File: src/rtl/shifter_pkg.sv
// rtl/shifter_pkg.sv - shared mode, direction and state encodings for shifter_seq
package shifter_pkg;

    localparam logic [1:0] MODE_LOGIC = 2'b00;
    localparam logic [1:0] MODE_ARITH = 2'b01;
    localparam logic [1:0] MODE_ROT   = 2'b10;
    localparam logic [1:0] MODE_SER   = 2'b11;

    localparam logic DIR_LEFT  = 1'b1;
    localparam logic DIR_RIGHT = 1'b0;

    typedef enum logic {
        ST_IDLE  = 1'b0,
        ST_SHIFT = 1'b1
    } state_t;

endpackage

File: src/rtl/shifter_step.sv
// rtl/shifter_step.sv - combinational single-position shift with selectable fill
module shifter_step
    import shifter_pkg::*;
#(
    parameter int WIDTH = 8
) (
    input  logic [WIDTH-1:0] value,
    input  logic             LR,
    input  logic [1:0]       mode,
    input  logic             sin,
    output logic [WIDTH-1:0] next_value,
    output logic             out_bit
);

    logic fill;

    always_comb begin
        fill       = 1'b0;
        out_bit    = 1'b0;
        next_value = value;
        if (LR == DIR_LEFT) begin
            out_bit = value[WIDTH-1];
            case (mode)
                MODE_ROT: fill = value[WIDTH-1];
                MODE_SER: fill = sin;
                default:  fill = 1'b0;
            endcase
            next_value = {value[WIDTH-2:0], fill};
        end else begin
            out_bit = value[0];
            case (mode)
                MODE_ARITH: fill = value[WIDTH-1];
                MODE_ROT:   fill = value[0];
                MODE_SER:   fill = sin;
                default:    fill = 1'b0;
            endcase
            next_value = {fill, value[WIDTH-1:1]};
        end
    end

endmodule

File: src/rtl/shifter_seq.sv
// rtl/shifter_seq.sv - parametrised sequential shifter with multi-step command handshake
module shifter_seq
    import shifter_pkg::*;
#(
    parameter  int WIDTH = 8,
    localparam int AMT_W = $clog2(WIDTH) + 1
) (
    input  logic             clk,
    input  logic             rst_n,
    input  logic [WIDTH-1:0] din,
    input  logic             load,
    input  logic             LR,
    input  logic [1:0]       mode,
    input  logic             sin,
    input  logic             shift_en,
    input  logic             start,
    input  logic [AMT_W-1:0] amt,
    output logic [WIDTH-1:0] dout,
    output logic             sout,
    output logic             busy,
    output logic             done
);

    localparam logic [AMT_W-1:0] WIDTH_AMT = AMT_W'(WIDTH);

    state_t             state, state_nxt;
    logic [AMT_W-1:0]   count, count_nxt;
    logic               lat_lr, lat_lr_nxt;
    logic [1:0]         lat_mode, lat_mode_nxt;
    logic               lat_sin, lat_sin_nxt;
    logic [WIDTH-1:0]   dout_nxt;
    logic               sout_nxt, busy_nxt, done_nxt;

    logic               step_lr, step_sin, step_out;
    logic [1:0]         step_mode;
    logic [WIDTH-1:0]   step_value;
    logic [AMT_W-1:0]   amt_sat;

    // A running command must not see live control changes, so it steps with the latched copy.
    assign step_lr   = (state == ST_SHIFT) ? lat_lr   : LR;
    assign step_mode = (state == ST_SHIFT) ? lat_mode : mode;
    assign step_sin  = (state == ST_SHIFT) ? lat_sin  : sin;
    assign amt_sat   = (amt > WIDTH_AMT) ? WIDTH_AMT : amt;

    shifter_step #(.WIDTH(WIDTH)) u_step (
        .value      (dout),
        .LR         (step_lr),
        .mode       (step_mode),
        .sin        (step_sin),
        .next_value (step_value),
        .out_bit    (step_out)
    );

    always_comb begin
        state_nxt    = state;
        count_nxt    = count;
        lat_lr_nxt   = lat_lr;
        lat_mode_nxt = lat_mode;
        lat_sin_nxt  = lat_sin;
        dout_nxt     = dout;
        sout_nxt     = sout;
        busy_nxt     = busy;
        done_nxt     = 1'b0;
        case (state)
            ST_IDLE: begin
                if (load) begin
                    dout_nxt = din;
                end else if (start) begin
                    lat_lr_nxt   = LR;
                    lat_mode_nxt = mode;
                    lat_sin_nxt  = sin;
                    count_nxt    = amt_sat;
                    if (amt_sat == '0) begin
                        done_nxt = 1'b1;
                    end else begin
                        state_nxt = ST_SHIFT;
                        busy_nxt  = 1'b1;
                    end
                end else if (shift_en) begin
                    dout_nxt = step_value;
                    sout_nxt = step_out;
                end
            end
            ST_SHIFT: begin
                if (load) begin
                    dout_nxt  = din;
                    count_nxt = '0;
                    state_nxt = ST_IDLE;
                    busy_nxt  = 1'b0;
                end else begin
                    dout_nxt  = step_value;
                    sout_nxt  = step_out;
                    count_nxt = count - 1'b1;
                    if (count == AMT_W'(1)) begin
                        state_nxt = ST_IDLE;
                        busy_nxt  = 1'b0;
                        done_nxt  = 1'b1;
                    end
                end
            end
            default: begin
                state_nxt = ST_IDLE;
                busy_nxt  = 1'b0;
            end
        endcase
    end

    always_ff @(posedge clk or negedge rst_n) begin
        if (!rst_n) begin
            state    <= ST_IDLE;
            count    <= '0;
            lat_lr   <= 1'b0;
            lat_mode <= MODE_LOGIC;
            lat_sin  <= 1'b0;
            dout     <= '0;
            sout     <= 1'b0;
            busy     <= 1'b0;
            done     <= 1'b0;
        end else begin
            state    <= state_nxt;
            count    <= count_nxt;
            lat_lr   <= lat_lr_nxt;
            lat_mode <= lat_mode_nxt;
            lat_sin  <= lat_sin_nxt;
            dout     <= dout_nxt;
            sout     <= sout_nxt;
            busy     <= busy_nxt;
            done     <= done_nxt;
        end
    end

endmodule

File: config.mk
export PLATFORM = sky130hd
export DESIGN_NAME = shifter_seq
export DESIGN_NICKNAME = d
export VERILOG_FILES = /design/src/rtl/shifter_pkg.sv /design/src/rtl/shifter_step.sv /design/src/rtl/shifter_seq.sv
export SDC_FILE = /design/constraint.sdc
export NUM_CORES = 1
export LEC_CHECK = 0
export BUFFER_PORTS_ARGS = -buffer_cell sky130_fd_sc_hd__clkbuf_2
export CORE_ASPECT_RATIO = 1.1
export CORE_MARGIN = 2
export CORE_UTILIZATION = 40
export DETAILED_ROUTE_END_ITERATION = 7
export GPL_ROUTABILITY_DRIVEN = 0
export HOLD_SLACK_MARGIN = 0.06
export PLACE_DENSITY = 0.67
export RECOVER_POWER = 25
export SLEW_MARGIN = 20
export SYNTH_ARGS = -nofsm -noshare
export SYNTH_HDL_FRONTEND = slang
export SYNTH_SLANG_ARGS = --single-unit
File: constraint.sdc
create_clock -name clk -period 3.4 [get_ports clk]
set_input_delay 0.17 -clock clk [delete_from_list [all_inputs] [get_ports clk]]
set_output_delay 0.17 -clock clk [all_outputs]
set_load 0.03 [all_outputs]
==> out/results.ini, run 1 <==
[outcome]
status=completed

[cells_and_area]
utilization_pct=50.2
area_delta_synth_final_pct=17.7
layout.cells.non_filler=185
layout-drive-gt1-share_pct=30.3
diodes=0
final_cell_area_um2=1410
nets=176
fillers=282

[worst_setup_path]
crit_type=flop to flop
required_ns=3.59
critPathLaunchType=flop
end_kind=flop
worst_path_max_delay_cell=dfrtp_1
crit_chain=clkinv_1, a211oi_1, o2111a_1, o21ai_0
cp_max_fo=16
worstPathArrival_ns=2.12
slowest_delay_ns=0.73
ff2ff_path_depth=4

[floorplan]
rows=20
io_pins=32
die_area_um2=3440
die_h_um=61.3
core_um2=2800
die_w_um=56.1
start_util_pct=42.6

[yosys]
netlist_instances=120
yosys.area.top_type_share_pct=41.9
synth_flop_cell=dfrtp_1
ys_ff_latch=20
synth_area_leaders=dfrtp_1 42%, mux2i_1 5.9%, mux2_2 5.7%, nand2_1 5.0%, mux2_1 3.8%
syn_area_per_cell_um2=9.96
yosys.area.top_type=dfrtp_1
synth_edf_count=0
ys_warn_count=0
synth-seq-area-share_pct=41.9
syn_area_um2=1190
yosysMostFrequentCell=dfrtp_1
synth_cell_types=37
synthArstFlopShare_pct=100
yosys-top-cells-count=20 x dfrtp_1, 16 x nand2_1, 10 x nor2_1
syn_nets=143

[sta]
slew_viol_final=0
fin_crit_sh_pct=56.8
setup_viol=0
rsz0062_at_grt=false
worstMarginPinSlew_ns=1.09
holdWs_ns=0.0708
period_minus_slack_ns=1.93
finClkSkew_ns=0.00517
finalHoldViolCount=0
maxSlewHeadroom_pct=27.4
fmaxAchievable_mhz=518
tns_ns=0
final.setup.worst_slack_ns=1.47

[hold_path]
min_path_type=primary input to flop
hold_depth=3

[clocking]
cts_tree=done
ctsHoldBuffers=1
htree_levels=1
clk_latency_ns=0.30
cts.clk_slew.worst_paths_ns=0.12
cts_made_buffers=3
cts_root_buffer=clkbuf_4
clock_path_buffers=2
cts.sinks=20
post_cts_resized=0
postCtsSetupBuffers=0

[placed_design]
port_buffers=31
dp_cells=180
dpl_cell_area_um2=1360
post-place-ws_ns=1.51
place_hpwl_um=1970

[power_and_ir_drop]
ir_drop_uv=247
finalPower_uw=717
leakagePower_nw=0.656
pwr_density_cell_nw_per_um2=510

[drt]
vias=1000
routedWlPerCell_um=13.8
drt_pass1_iterations=4
vias_per_cell=5.41
wl_um=2550
dr.first_iter.drc_count=15
antenna_left=0
route.detailed.drc=0

[grt]
antenna_found_initial=0
grt_use_met1_pct=21.3
use_met3_pct=2.31
grtUsageTotal_pct=17.2
grt_max_degree=24
grt_first_pass_wirelength_um=4690
grt-ovfl-total=0
busiest_layer=met2
grt_pass1_vias=1045
use_met2_pct=31.4

[job]
cap_violations=0

[cell type report]
| class | count | area [um^2] | share of cell area [%] |
|---|---|---|---|
| Inverter | 6 | 22.5 | 1.60 |
| Tap cell | 33 | 41.3 | 2.94 |
| Clock buffer | 4 | 36.3 | 2.58 |
| Timing Repair Buffer | 32 | 164 | 11.7 |
| Multi-Input combinational cell | 90 | 642 | 45.6 |
| Sequential cell | 20 | 500 | 35.6 |
[sequential cells by signal, indices dropped and copies added (netlist names)]
signal    flops
dout          8
count         4
lat_mode      2
busy          1
done          1
lat_lr        1
lat_sin       1
sout          1
state         1
[critical path, delay by kind of cell, from the launching register on]
family | cells | cell delay (ns)
flops | 1 | 0.73
buf+inv | 1 | 0.41
compound gates | 3 | 0.69
[layer usage]
| layer | vias to the layer above | share of wire [%] |
|---|---|---|
| met5 | - | 0 |
| met4 | 0 | 0.63 |
| met1 | 481 | 45 |
| met3 | 2 | 3.2 |
| li1 | 497 | - |
| met2 | 20 | 51 |
[cell usage in the layout (no fill, tap or decap), types with 2 or more instances in the layout]
cell type / n
nor3_1: 2
mux2_1: 4
nor2_1: 10
inv_1: 5
mux2i_1: 7
dfrtp_1: 20
clkbuf_4: 3
mux2_2: 6
a21oi_1: 7
o21ai_0: 5
ha_1: 2
clkbuf_2: 30
a31oi_1: 3
nand2_1: 16
o21ai_1: 7
[cells by family after synthesis]
group | Yosys count | share of synthesized area (%)
buffers and inverters | 10 | 4.40
xor gates and xnor gates | 2 | 1.47
muxes | 18 | 16.5
adders and majority gates | 2 | 2.09
DFF | 20 | 41.9
and+or+nand+nor | 35 | 14.9
AOI/OAI and AO/OA | 33 | 18.7
[where the power goes]
part / internal [mW] / total (mW) / switching (mW) / leakage (nW)
registers: 0.281 / 0.330 / 0.0486 / 0.243
clock network: 0.0653 / 0.140 / 0.0743 / 0.0210
logic: 0.108 / 0.248 / 0.140 / 0.392
[worst paths after layout]
path / from / endpoint / slack, ns
max in group asynchronous: rst_n / lat_mode[1] / 2.18
worst min register to register: count[1] / count[1] / 0.53
min in group asynchronous: rst_n / dout[2] / 0.57
worst max-delay path: state / dout[7] / 1.47
worst min-delay path: din[4] / dout[4] / 0.07
worst max register to register: state / dout[7] / 1.47
No activity file was read; power rests on OpenSTA's default activity.
==> run 2: changes to the inputs <==
- ABC_AREA: not set -> 1
- PLACE_DENSITY: 0.67 -> 0.69
- clock period: 3.4 -> 1.6 ns (I/O delays scaled with it)
==> run 2 against run 1 <==
  * Setup slack worse by 1.2 ns
  * Largest cell class unchanged
  * Sequential power up 110%
  * Global-route usage down 0.59 points
  * Core utilization up 0.27 points
  * Design area up 9.3%
  * Synthesized cell count up 40%
  * Register-to-register slack worse by 1.2 ns
  * Largest power group unchanged
  * Critical path type unchanged
==> out/results.ini, run 2 <==
[yosys]
yosys.area.top_type=dfrtp_1
yosys-top-cells-count=51 x nand2_1, 20 x dfrtp_1, 19 x inv_1
synth_edf_count=0
synth_cell_types=28
yosys.area.top_type_share_pct=39.0
synth_flop_cell=dfrtp_1
syn_area_um2=1280
ys_warn_count=0
syn_area_per_cell_um2=7.64
synthArstFlopShare_pct=100
ys_ff_latch=20
netlist_instances=168
yosysMostFrequentCell=nand2_1
synth_area_leaders=dfrtp_1 39%, nand2_1 15%, inv_1 5.6%, nor2_1 5.0%, o21ai_0 4.7%
syn_nets=191
synth-seq-area-share_pct=39.0

[drt]
route.detailed.drc=0
wl_um=2740
vias=1207
dr.first_iter.drc_count=31
vias_per_cell=5.01
routedWlPerCell_um=11.4
antenna_left=0
drt_pass1_iterations=4

[sta]
finClkSkew_ns=0.00362
slew_viol_final=0
tns_ns=0
period_minus_slack_ns=1.34
worstMarginPinSlew_ns=1.07
final.setup.worst_slack_ns=0.255
fin_crit_sh_pct=84.1
fmaxAchievable_mhz=744
finalHoldViolCount=0
holdWs_ns=0.0785
setup_viol=0
maxSlewHeadroom_pct=28.4
rsz0062_at_grt=false

[placed_design]
place_hpwl_um=2090
post-place-ws_ns=0.268
port_buffers=31
dp_cells=231
dpl_cell_area_um2=1450

[grt]
grt-ovfl-total=0
antenna_found_initial=0
grt_pass1_vias=1136
grt_max_degree=21
grt_first_pass_wirelength_um=4820
grtUsageTotal_pct=16.6

[floorplan]
die_h_um=63.4
io_pins=32
rows=21
die_w_um=58.0
die_area_um2=3680
core_um2=3050
start_util_pct=42.1

[hold_path]
min_path_type=primary input to flop

[cells_and_area]
utilization_pct=50.5
reg_top3=dout (8), count (4), lat_mode (2)
largest_register=dout
nets=232
diodes=0
multi_input_area_um2=644
regArea_um2=500
fillers=311
layout.cells.non_filler=241
final_cell_mix=51 x nand2_1, 30 x clkbuf_2, 20 x dfrtp_1
largest_reg_flops=8
final_cell_area_um2=1540
layout_commonest_cell=nand2_1
area_delta_synth_final_pct=19.8
layout-drive-gt1-share_pct=24.6

[outcome]
status=completed

[clocking]
htree_levels=1
cts_root_buffer=clkbuf_4
clk_latency_ns=0.29
cts_made_buffers=3
cts.clk_slew.worst_paths_ns=0.11
post_cts_resized=0
clock_path_buffers=2
cts_tree=done
cts.sinks=20

[worst_setup_path]
end_kind=flop
required_ns=1.84
cp_max_fo=11
r2r_slack_ns=0.26
crit_type=flop to flop
worstPathArrival_ns=1.58
worst_path_max_delay_cell=dfrtp_1
critPathLaunchType=flop
crit_chain=inv_4, nand2_1, nand2_2, nor2_1, nand2_1, nand2_1, nor2_1, nand2_1, nand2_1
slowest_delay_ns=0.42
endpoint=dout[7]
crit_path_frequent_cell=nand2_1
r2r-start=state
rr_endpoint=dout[7]
startpoint=state
ff2ff_path_depth=9

[power_and_ir_drop]
leakagePower_nw=0.817
pwr_density_cell_nw_per_um2=1040
finalPower_mw=1.59
ir_drop_uv=608

[job]
cap_violations=0

## run 2: cell types whose count changed after synthesis, moves of 5 or more
cell and delta:
nor2_1 +7, o21ai_0 +7, mux2i_1 -7, inv_1 +14, nand3_1 +5, mux2_2 -6
o21ai_1 -5, o22ai_1 +5, nand2_1 +35
## run 2: where the power goes
part	leakage, nW	internal [mW]	switching (mW)	total (mW)
sequential	0.245	0.612	0.0767	0.689
combinational	0.558	0.227	0.443	0.671
clock	0.0138	0.0876	0.147	0.234
## run 2: routing by layer
metal | share of wire [%] | GRT usage (%)
met5 | 0 | 0
met1 | 47 | 22.4
met4 | 0.69 | 6.40
met3 | 4.2 | 2.05
met2 | 48 | 26.8
## run 2: worst min-delay path by stage
| stage | from | endpoint | slack, ns | depth (start not counted) |
|---|---|---|---|---|
| floorplan | rst_n | busy | -0.22 | 0 |
| global placement | rst_n | dout[0] | 0.08 | 1 |
| detailed placement | rst_n | dout[0] | 0.08 | 1 |
| CTS | din[5] | dout[5] | 0.07 | 3 |
| global route | din[5] | dout[5] | 0.08 | 3 |
| finish | din[5] | dout[5] | 0.08 | 3 |
## run 2: final cells by class
cell class	count	area share, %
tap	34	2.77
timing repair buffer	41	16.0
multi-input combinational	122	41.9
inverter	21	5.29
sequential	20	32.5
clock buffer	3	1.46
## run 2: cells by family (layout without fill, tap and decap cells)
family                     after synthesis  in the layout  share of synthesized area (%)
and+or+nand+nor                         88             88                           32.9
AOI/OAI and AO/OA                       31             31                           14.4
buffers and inverters                   26             65                           10.8
DFF                                     20             20                           39.0
adders and majority gates                2              2                           1.95
muxes                                    1              1                          0.877
## run 2: worst max-delay path: cells and delay by family (launching register included)
kind	cells	cell delay, ns
and+or+nand+nor	8	0.68
DFF	1	0.42
buffers and inverters	1	0.19
## run 2: repair_timing
action                    CTS  global route
hold endpoints to repair   26             0
buffers inserted            0             0
hold buffers                7             0
